**src/rtl/branch_history_table.sv**
```systemverilog
// Gshare branch history table: 2-bit saturating counters indexed by PC ^ GHR,
// with a speculatively shifted global history register that is repaired on mispredict.
module branch_history_table #(
   parameter int INDEX_BITS = 3,
   parameter int HIST_BITS  = 3   // 2 <= HIST_BITS <= INDEX_BITS
) (
   input  logic                 clk,
   input  logic                 rst,
   input  logic [15:0]          fetch_pc,
   input  logic                 fetch_is_branch,
   output logic                 pred_taken,
   output logic [HIST_BITS-1:0] pred_ghr,
   input  logic                 load_bht,
   input  logic                 clear_bht,
   input  logic [15:0]          update_pc,
   input  logic [HIST_BITS-1:0] update_ghr,
   input  logic                 update_taken,
   input  logic                 update_mispredict
);

   localparam int ENTRIES = 1 << INDEX_BITS;

   localparam logic [1:0] CNT_SNT = 2'b00;
   localparam logic [1:0] CNT_WNT = 2'b01;
   localparam logic [1:0] CNT_WT  = 2'b10;
   localparam logic [1:0] CNT_ST  = 2'b11;

   logic [1:0]            cnt_q [ENTRIES];
   logic [1:0]            cnt_old;
   logic [1:0]            cnt_d;
   logic                  cnt_we;
   logic [HIST_BITS-1:0]  ghr_q;
   logic [HIST_BITS-1:0]  ghr_d;
   logic [INDEX_BITS-1:0] fetch_hist;
   logic [INDEX_BITS-1:0] update_hist;
   logic [INDEX_BITS-1:0] fetch_idx;
   logic [INDEX_BITS-1:0] update_idx;
   logic                  unused_pc_bits;

   // History is zero-extended into the index width before hashing with the PC.
   always_comb begin
      fetch_hist                   = '0;
      fetch_hist[HIST_BITS-1:0]    = ghr_q;
      update_hist                  = '0;
      update_hist[HIST_BITS-1:0]   = update_ghr;
   end

   assign fetch_idx  = fetch_pc[INDEX_BITS:1]  ^ fetch_hist;
   assign update_idx = update_pc[INDEX_BITS:1] ^ update_hist;

   assign unused_pc_bits = ^{fetch_pc[15:INDEX_BITS+1], fetch_pc[0],
                             update_pc[15:INDEX_BITS+1], update_pc[0]};

   // Lookup reads registered state only, so a same-cycle write is not bypassed.
   assign pred_taken = cnt_q[fetch_idx][1];
   assign pred_ghr   = ghr_q;

   // load_bht/clear_bht are single-cycle strobes with no handshake: each cycle
   // either is high, the selected entry is written on that rising edge.
   always_comb begin
      cnt_old = cnt_q[update_idx];
      cnt_we  = load_bht | clear_bht;
      cnt_d   = cnt_old;
      if (load_bht && clear_bht) begin
         cnt_d = update_taken ? CNT_WT : CNT_WNT;
      end else if (clear_bht) begin
         cnt_d = CNT_WNT;
      end else if (load_bht) begin
         if (update_taken) begin
            cnt_d = (cnt_old == CNT_ST) ? CNT_ST : cnt_old + 2'b01;
         end else begin
            cnt_d = (cnt_old == CNT_SNT) ? CNT_SNT : cnt_old - 2'b01;
         end
      end
   end

   // Repair takes priority over the speculative fetch shift.
   always_comb begin
      ghr_d = ghr_q;
      if (load_bht && update_mispredict) begin
         ghr_d = {update_ghr[HIST_BITS-2:0], update_taken};
      end else if (fetch_is_branch) begin
         ghr_d = {ghr_q[HIST_BITS-2:0], pred_taken};
      end
   end

   always_ff @(posedge clk or posedge rst) begin
      if (rst) begin
         for (int i = 0; i < ENTRIES; i++) begin
            cnt_q[i] <= CNT_WNT;
         end
         ghr_q <= '0;
      end else begin
         if (cnt_we) begin
            cnt_q[update_idx] <= cnt_d;
         end
         ghr_q <= ghr_d;
      end
   end

endmodule
```
**config.mk**
```make
export PLATFORM = sky130hd
export DESIGN_NAME = branch_history_table
export DESIGN_NICKNAME = d
export VERILOG_FILES = /design/src/rtl/branch_history_table.sv
export SDC_FILE = /design/constraint.sdc
export NUM_CORES = 1
export LEC_CHECK = 0
export ABC_AREA = 1
export BUFFER_PORTS_ARGS = -buffer_cell sky130_fd_sc_hd__buf_2
export CELL_PAD_IN_SITES_DETAIL_PLACEMENT = 2
export CELL_PAD_IN_SITES_GLOBAL_PLACEMENT = 2
export CORE_UTILIZATION = 25
export DETAILED_ROUTE_END_ITERATION = 10
export GPL_TIMING_DRIVEN = 0
export PLACE_DENSITY = 0.84
export SYNTH_ARGS = -nofsm -noshare
export SYNTH_HDL_FRONTEND = slang
export SYNTH_SLANG_ARGS = --single-unit
```
**constraint.sdc**
```tcl
create_clock -name clk -period 1.51 [get_ports clk]
set_input_delay 0.3775 -clock clk [delete_from_list [all_inputs] [get_ports clk]]
set_output_delay 0.3775 -clock clk [all_outputs]
set_load 0.03 [all_outputs]
```
==> results of run 1 <==
routing by layer:
layer | GRT usage, % | wire length [um] | vias up
met1 | 20.70 | 1905 | 697
li1 | - | - | 689
met2 | 37.24 | 2704 | 13
met5 | 0 | 0 | -
met3 | 3.252 | 69 | 7
met4 | 2.516 | 41 | 0
power by group through the flow:
stage	clock network, mW	logic [mW]	registers, mW
6_report	0.369	1.02	0.818
5_1_grt	0.406	1.13	0.837
4_1_cts	0.383	0.912	0.813
3_5_place_dp	0	0.780	0.814
3_3_place_gp	0	0.744	0.804
2_1_floorplan	0	0.536	0.817
worst max-delay path: cells and delay by family, from the launching register on:
kind | cells | cell delay (ps)
buffers and inverters | 3 | 290
AND/OR/NAND/NOR | 3 | 280
flip-flops | 1 | 440
AO/OA/AOI/OAI | 2 | 250
final cells by class:
class	count	area (um2)	share of cell area [%]
clock inverter	1	5.005	0.2793
tap	70	87.58	4.888
sequential	19	488.0	27.23
multi-input combinational	155	889.6	49.65
timing repair buffer	24	138.9	7.751
inverter	37	141.4	7.891
clock buffer	3	41.29	2.304
registers in the layout (all words and copies together) (netlist names):
register  cells
pred_ghr      3
cnt_q        16
path summary, 6_finish.rpt:
path,from,cells after the start,end,slack [ps]
setup / recovery,pred_ghr[0]$_DFFE_PP0P_,8,pred_taken,-400
hold / removal,rst,2,cnt_q[9]$_DFFE_PP0P_,250
setup reg to reg,cnt_q[4]$_DFFE_PP1P_,10,cnt_q[15]$_DFFE_PP0P_,-80
hold reg to reg,cnt_q[14]$_DFFE_PP1P_,2,cnt_q[14]$_DFFE_PP1P_,480
max in group asynchronous,rst,2,pred_ghr[0]$_DFFE_PP0P_,710
min in group clk,fetch_is_branch,3,pred_ghr[0]$_DFFE_PP0P_,390
through the flow:
stage	instance area (um2)	util (%)
3_5_place_dp	1529	30.13
5_1_grt	1792	35.31
6_report	1792	35.31
4_1_cts	1680	33.11
2_1_floorplan	1346	-
3_3_place_gp	1529	30.13
kinds of logic (layout without fill, tap and decap cells):
family	Yosys count	after routing	synth area share, %
simple gates	140	141	45.38
buf+inv	37	65	10.56
compound gates	12	12	5.805
xor+xnor	2	2	1.332
flops	19	19	36.92
layout by cell type, fill, tap and decap left out, types with 2 or more instances in the layout:
cell type and instances:
nand2_1 66, o21ai_2 2, nor2_2 7, nand2_4 4, inv_2 8, nor2_4 2, buf_2 18, inv_1 28
o211ai_1 2, dfrtp_1 9, nand3_1 7, dfrtp_2 2, clkbuf_8 3, dfstp_2 8, nand3_2 4, nor2_1 15
nand2_2 33, buf_4 5, nand2_8 2
what timing repair did:
item,4_1_cts,5_1_grt
endpoints found under the setup margin,17,18
gates cloned,1,0
resized for setup,21,31
pin swaps,8,13
buffers inserted,3,2
hold endpoints to repair,0,0
==> flow_summary.json, run 1 <==
{
  "status": "complete, but fails checks",
  "violations": "negative setup slack",
  "gp_congestion": 0.7441,
  "crit_required_ps": 1130,
  "fin_ws_ps": -398.5,
  "dp_cells": 299,
  "drt-initial-drc-count": 33,
  "yosysTopAreaCell": "nand2_1",
  "ys_seq_elements": 19,
  "cp_max_fo": 7,
  "period_share_pct": 126.4,
  "syn_nets": 252,
  "avgSynthCellArea_um2": 6.262,
  "synth_area_leaders": "nand2_1 (28%), dfrtp_1 (21%), dfstp_2 (16%), inv_1 (8.8%), nor2_1 (5.1%)",
  "cts.sink_count": 19,
  "hold_path.class": "in -> async",
  "die_y_um": 74.53,
  "dieWidth_um": 74.53,
  "slew_viol_final": 0,
  "path_cells": "inv_2 > nand2_2 > nand2_4 > inv_4 > nor2_4 > o21ai_2 > o22ai_4 > buf_6",
  "firstDrtPassIters": 3,
  "finalPower_mw": 2.208,
  "core_area_um2": 5075,
  "root_buffer": "clkbuf_8",
  "synth_warnings": 0,
  "ys_seq_area_share_pct": 36.92,
  "nets": 282,
  "drc_errors": 0,
  "synthTopCellsByCount": "nand2_1 (98), inv_1 (31), nor2_1 (18)",
  "fin_tns_setup_ps": -1197,
  "pwr-share-clk_pct": 16.7,
  "switching_power_mw": 0.9329,
  "finalCriticalPeriod_ps": 1909,
  "cts_tree": "done",
  "p_int_mw": 1.275,
  "area_growth_pct": 36.25,
  "io_pins": 46,
  "die_area_um2": 5554,
  "holdWs_ps": 252.4,
  "wl_per_cell_um": 15.28,
  "p_leak_nw": 0.9093,
  "p_seq_share_pct": 37.1,
  "max_freq_mhz": 524.0,
  "cpMaxStageDelayCell": "dfrtp_2",
  "synth_flop_cell": "dfrtp_1",
  "clkTransAtPathRegs_ps": 80,
  "ant_nets": 0,
  "powerDensity_nw_per_um2": 1232,
  "grt_usage_pct": 18.63,
  "swShare_pct": 42.26,
  "drive_above_1_share_pct": 44.35,
  "cts_buffer_depth": 2,
  "via_count": 1406,
  "overflow": 0,
  "n_antenna_cell": 0,
  "rsz0062_at_grt": "true",
  "post-synth-top-count-cell": "nand2_1",
  "grt_pass1_vias": 1594,
  "setup_viol": 18,
  "vdd_ir_drop_max_mv": 0.5466,
  "grt_pass1_wl_um": 7617,
  "drt_wl_total_um": 4720,
  "num-fill-cells": 629,
  "initial_core_util_pct": 25.91,
  "preCtsSetupSlack_ps": -336.7,
  "cts_max_level": 1,
  "async_flop_share_pct": 100.0,
  "worst_slew_pin_slew_ps": 798.1,
  "crit_type": "reg -> out",
  "cp-start-kind": "register",
  "port_buffers": 19,
  "cts_hold_buf": 0,
  "end_kind": "output port",
  "fin_skew_ps": 10.14,
  "clkLatencyLatePin_ps": 260,
  "hold_viol_final": 0,
  "worst_slew_margin_rel_pct": 46.74,
  "stdcell_count": 309,
  "dp_hpwl_um": 3305,
  "netlist_instances": 210,
  "antenna_found_initial": 0,
  "power_frac_comb_pct": 46.2,
  "crit_arrival_ps": 1530,
  "synth_edf_count": 0,
  "netlist_area_um2": 1315,
  "num_rows": 26,
  "max-cap-violations": 0,
  "netlist.area_leader.share_pct": 27.97,
  "ys_types": 24,
  "cp_slowest_stage_delay_ps": 440,
  "grt_max_degree": 20,
  "via_per_inst": 4.550,
  "cts_made_buffers": 3
}
Power figures use the tool's default switching activity.
==> inputs of run 2 (changes only) <==
==> constraint.sdc (replaced) <==
create_clock -name clk -period 2.16 [get_ports clk]
set_input_delay 0.54 -clock clk [delete_from_list [all_inputs] [get_ports clk]]
set_output_delay 0.54 -clock clk [all_outputs]
set_load 0.03 [all_outputs]
==> flow_summary.json, run 2 (synthesis results as in run 1) <==
{
  "status": "finished, final reports clean",
  "die_area_um2": 5554,
  "wl_met1_um": 1809,
  "crit_type": "reg -> out",
  "max-cap-violations": 0,
  "finalPower_mw": 1.351,
  "wl_met3_um": 42,
  "grt_usage_pct": 16.06,
  "end_kind": "output port",
  "cts_buffer_depth": 2,
  "die_y_um": 74.53,
  "dp_hpwl_um": 3149,
  "powerDensity_nw_per_um2": 856.1,
  "critPathBufInv": 3,
  "drc_errors": 0,
  "cts_hold_buf": 0,
  "met2WireLength_um": 2123,
  "hold_viol_final": 0,
  "cp_slowest_stage_delay_ps": 410,
  "grt_pass1_wl_um": 6720,
  "cpMaxStageDelayCell": "dfrtp_1",
  "largest_register": "cnt_q",
  "drive_above_1_share_pct": 23.08,
  "cpMostUsedCell": "inv_1",
  "cp-start-kind": "register",
  "initial_core_util_pct": 25.91,
  "finalCriticalPeriod_ps": 2074,
  "largest_reg_flops": 16,
  "p_leak_nw": 0.8546,
  "cts_made_buffers": 3,
  "cts_tree": "done",
  "clkLatencyLatePin_ps": 260,
  "grt_pass1_vias": 1536,
  "nets": 277,
  "placed_cell_area_um2": 1498,
  "worst_slew_pin_slew_ps": 790.6,
  "root_buffer": "clkbuf_8",
  "area_growth_pct": 19.98,
  "wl_per_cell_um": 13.19,
  "via_count": 1345,
  "io_pins": 46,
  "core_area_um2": 5075,
  "setup_viol": 0,
  "drt_wl_total_um": 4011,
  "overflow": 0,
  "cts_max_level": 1,
  "crit_family": "flip-flops",
  "rr_startpoint": "cnt_q[12]$_DFFE_PP1P_",
  "fin_skew_ps": 1.024,
  "ant_nets": 0,
  "n_antenna_cell": 0,
  "slew_viol_final": 0,
  "num_rows": 26,
  "crit_required_ps": 1620,
  "grt_max_degree": 20,
  "crit_arrival_ps": 1530,
  "routed.top_layer": "met4",
  "cts.sink_count": 19,
  "via_per_inst": 4.424,
  "final_common_cell": "nand2_1",
  "layout_common_cells": "nand2_1 (97), inv_1 (31), nor2_1 (18), buf_2 (18), dfrtp_1 (11)",
  "path_cells": "inv_1 > nand2_1 > nand2_4 > inv_1 > nor2_1 > o21ai_1 > o22ai_2 > buf_6",
  "gp_congestion": 0.6899,
  "finalInstanceArea_um2": 1578,
  "period_share_pct": 96.01,
  "port_buffers": 19,
  "antenna_found_initial": 0,
  "dieWidth_um": 74.53,
  "max_freq_mhz": 482.2,
  "fin_tns_setup_ps": 0,
  "startpoint": "pred_ghr[0]$_DFFE_PP0P_",
  "firstDrtPassIters": 4,
  "clkTransAtPathRegs_ps": 70,
  "post-route-util_pct": 31.09,
  "worst_slew_margin_rel_pct": 47.24,
  "vdd_ir_drop_max_mv": 0.2972,
  "drt-initial-drc-count": 18,
  "hold_path.class": "in -> async",
  "cp_max_fo": 7
}
## run 2: cell types whose count changed in the layout (fill, tap and decap cells not counted), sizes merged
cell | previous run | this run
buf | 24 | 20
clkbuf | 3 | 4
clkinv | 1 | 0
nand2 | 105 | 104
## run 2: area by class of cell
cell class | instances | area [um2]
clock buffer | 4 | 45.04
multi-input combinational | 154 | 711.9
fill | 652 | 3497
inverter | 37 | 138.9
sequential | 19 | 485.5
tap | 70 | 87.58
timing repair buffer | 20 | 108.9
## run 2: layer usage
layer | GRT usage [%] | vias up
met5 | 0 | -
met4 | 3.145 | 0
met3 | 1.220 | 5
met2 | 31.93 | 11
met1 | 18.54 | 656
li1 | - | 673
## run 2: timing repair
item	CTS	global route
buffers inserted	0	1
gates resized for setup	5	2
endpoints found under the setup margin	1	1
pin swaps	0	1
## run 2: worst register-to-register path: stages (launching register included)
cell and delay (ps):
dfstp_2 540, nand2_1 60, nand3_1 90, nand2_1 90
nor2_4 150, nor2_1 60, nor2_1 90, nand2_1 70
nand2_2 170, nand2_1 80, nand2_1 70
## run 2: final timing paths
path,end,slack (ps),cells after the start
worst max-delay path,pred_taken,90,8
worst min-delay path,cnt_q[7]$_DFFE_PP0P_,420,2
worst max register to register,cnt_q[11]$_DFFE_PP0P_,630,10
worst min register to register,cnt_q[4]$_DFFE_PP1P_,470,2
max in group asynchronous,pred_ghr[2]$_DFFE_PP0P_,1250,2
min in group clk,cnt_q[4]$_DFFE_PP1P_,470,2
## run 2: where the power goes
part | internal [mW] | total, mW | switching (mW)
Combinational | 0.194 | 0.537 | 0.343
Sequential | 0.488 | 0.557 | 0.0692
Clock | 0.131 | 0.257 | 0.126
## run 2: per-stage QoR
| stage | hold slack (ps) | instances | setup slack [ps] |
|---|---|---|---|
| 6_report | 418.6 | 304 | 86.19 |
| 5_1_grt | 492.7 | 304 | -7.330 |
| 4_1_cts | 457.8 | 303 | 6.881 |
| 3_5_place_dp | 461.5 | 299 | -43.77 |
| 3_3_place_gp | 456.4 | 299 | -38.36 |
| 2_1_floorplan | 446.5 | 210 | 50.88 |
==> inputs of run 3 (changes only) <==
--- a/config.mk
+++ b/config.mk
@@ -9,10 +9,10 @@
 export BUFFER_PORTS_ARGS = -buffer_cell sky130_fd_sc_hd__buf_2
 export CELL_PAD_IN_SITES_DETAIL_PLACEMENT = 2
 export CELL_PAD_IN_SITES_GLOBAL_PLACEMENT = 2
-export CORE_UTILIZATION = 25
+export CORE_UTILIZATION = 22
 export DETAILED_ROUTE_END_ITERATION = 10
 export GPL_TIMING_DRIVEN = 0
-export PLACE_DENSITY = 0.84
+export PLACE_DENSITY = 0.79
 export SYNTH_ARGS = -nofsm -noshare
 export SYNTH_HDL_FRONTEND = slang
 export SYNTH_SLANG_ARGS = --single-unit
==> constraint.sdc (replaced) <==
create_clock -name clk -period 1.7 [get_ports clk]
set_input_delay 0.425 -clock clk [delete_from_list [all_inputs] [get_ports clk]]
set_output_delay 0.425 -clock clk [all_outputs]
set_load 0.03 [all_outputs]
==> flow_summary.json, run 3 (synthesis results as in run 1) <==
{
  "path_cells": "xnor2_4 > o21ai_1 > o21bai_1 > o22ai_4 > buf_6",
  "powerDensity_nw_per_um2": 1098,
  "p_leak_nw": 0.9001,
  "drive_above_1_share_pct": 32.64,
  "cts.sink_count": 19,
  "die_y_um": 79.32,
  "hold_path.class": "in -> async",
  "dp_hpwl_um": 3242,
  "n_antenna_cell": 0,
  "cts_max_level": 1,
  "port_buffers": 19,
  "core_area_um2": 5642,
  "max_freq_mhz": 506.1,
  "largest_reg_flops": 16,
  "rsz0062_at_grt": "true",
  "root_buffer": "clkbuf_8",
  "ant_nets": 0,
  "via_per_inst": 4.468,
  "grt_max_degree": 20,
  "wl_per_cell_um": 14.21,
  "final_common_cell": "nand2_1",
  "area_growth_pct": 30.45,
  "overflow": 0,
  "finalCriticalPeriod_ps": 1976,
  "initial_core_util_pct": 23.31,
  "max-cap-violations": 0,
  "dieWidth_um": 79.32,
  "num_rows": 27,
  "cts_buffer_depth": 2,
  "cp_slowest_stage_delay_ps": 460,
  "finalInstanceArea_um2": 1715,
  "clkLatencyLatePin_ps": 270,
  "layout_common_cells": "nand2_1 (90), inv_1 (28), buf_2 (18)",
  "post-route-util_pct": 30.41,
  "status": "complete, but fails checks",
  "period_share_pct": 116.2,
  "worst_slew_margin_rel_pct": 45.72,
  "cpMaxStageDelayCell": "dfrtp_2",
  "worst_slew_pin_slew_ps": 813.3,
  "finalPower_mw": 1.883,
  "die_area_um2": 6291,
  "hold_viol_final": 0,
  "drt-initial-drc-count": 24,
  "clkTransAtPathRegs_ps": 80,
  "nets": 285,
  "drc_errors": 0,
  "end_kind": "output port",
  "crit_arrival_ps": 1550,
  "cts_made_buffers": 3,
  "firstDrtPassIters": 4,
  "largest_register": "cnt_q",
  "via_count": 1403,
  "crit_type": "reg -> out",
  "cts_hold_buf": 0,
  "crit_required_ps": 1270,
  "crit_family": "flip-flops",
  "fin_skew_ps": 7.960,
  "fin_ws_ps": -275.8,
  "cts_tree": "done",
  "multi_input_area_um2": 792.0,
  "cp_max_fo": 4,
  "grt_pass1_wl_um": 7238,
  "regArea_um2": 488.0,
  "antenna_found_initial": 0,
  "violations": "negative setup slack",
  "io_pins": 46,
  "placed_cell_area_um2": 1530,
  "num-fill-cells": 699,
  "cp-start-kind": "register",
  "fin_tns_setup_ps": -275.8,
  "holdWs_ps": 306.1,
  "gp_congestion": 0.7549,
  "vdd_ir_drop_max_mv": 0.3141,
  "critPathBufInv": 1,
  "slew_viol_final": 0,
  "grt_usage_pct": 15.25,
  "drt_wl_total_um": 4462,
  "grt_pass1_vias": 1527,
  "setup_viol": 1
}
[run 3: cell count changes in the layout (fill, tap and decap cells not counted), sizes merged]
cell   before  now
nand2     104  105
buf        20   27
[run 3: stage by stage]
| step | setup slack, ps | instances |
|---|---|---|
| 4_1_cts | -265.9 | 309 |
| 3_3_place_gp | -177.9 | 301 |
| 3_5_place_dp | -256.0 | 301 |
| 5_1_grt | -359.5 | 314 |
| 2_1_floorplan | 37.20 | 210 |
| 6_report | -275.8 | 314 |
[run 3: area by class of cell]
cell class                 count  area share (%)
timing repair buffer          27           9.409
tap                           72           5.252
multi-input combinational    155           46.17
inverter                      37           8.096
sequential                    19           28.45
clock buffer                   4           2.626
[run 3: power breakdown]
part | leakage [nW] | switching, mW | internal [mW]
logic | 0.655 | 0.510 | 0.322
registers | 0.223 | 0.0959 | 0.622
clock network | 0.0228 | 0.165 | 0.167
total | 0.900 | 0.771 | 1.11
[run 3: what timing repair did]
| item | 4_1_cts | 5_1_grt |
|---|---|---|
| cloned | 0 | 1 |
| setup endpoints to repair | 1 | 14 |
| hold endpoints to repair | 0 | 0 |
| buffers inserted | 4 | 4 |
| gates resized for setup | 12 | 11 |
| pin swaps | 4 | 8 |
[run 3: layer usage]
layer,up-vias,track usage [%],routed length (um)
li1,693,-,-
met3,7,3.103,146
met4,0,3.818,57
met2,19,27.84,2245
met1,684,17.98,2012
met5,-,0,0
[run 3: path summary, 6_finish.rpt]
path,endpoint,from,slack (ps),cells past startpoint
min in group clk,pred_ghr[0]$_DFFE_PP0P_,update_taken,430,3
setup / recovery,pred_taken,pred_ghr[1]$_DFFE_PP0P_,-280,5
hold / removal,pred_ghr[2]$_DFFE_PP0P_,rst,310,2
max in group asynchronous,pred_ghr[1]$_DFFE_PP0P_,rst,840,2
setup reg to reg,cnt_q[7]$_DFFE_PP0P_,cnt_q[0]$_DFFE_PP1P_,170,10
hold reg to reg,cnt_q[6]$_DFFE_PP1P_,cnt_q[6]$_DFFE_PP1P_,470,2
[run 3: worst reg2reg max path: cells and delay by family (launching register included)]
kind / cells / cell delay, ps
and+or+nand+nor: 10 / 940
DFF: 1 / 540
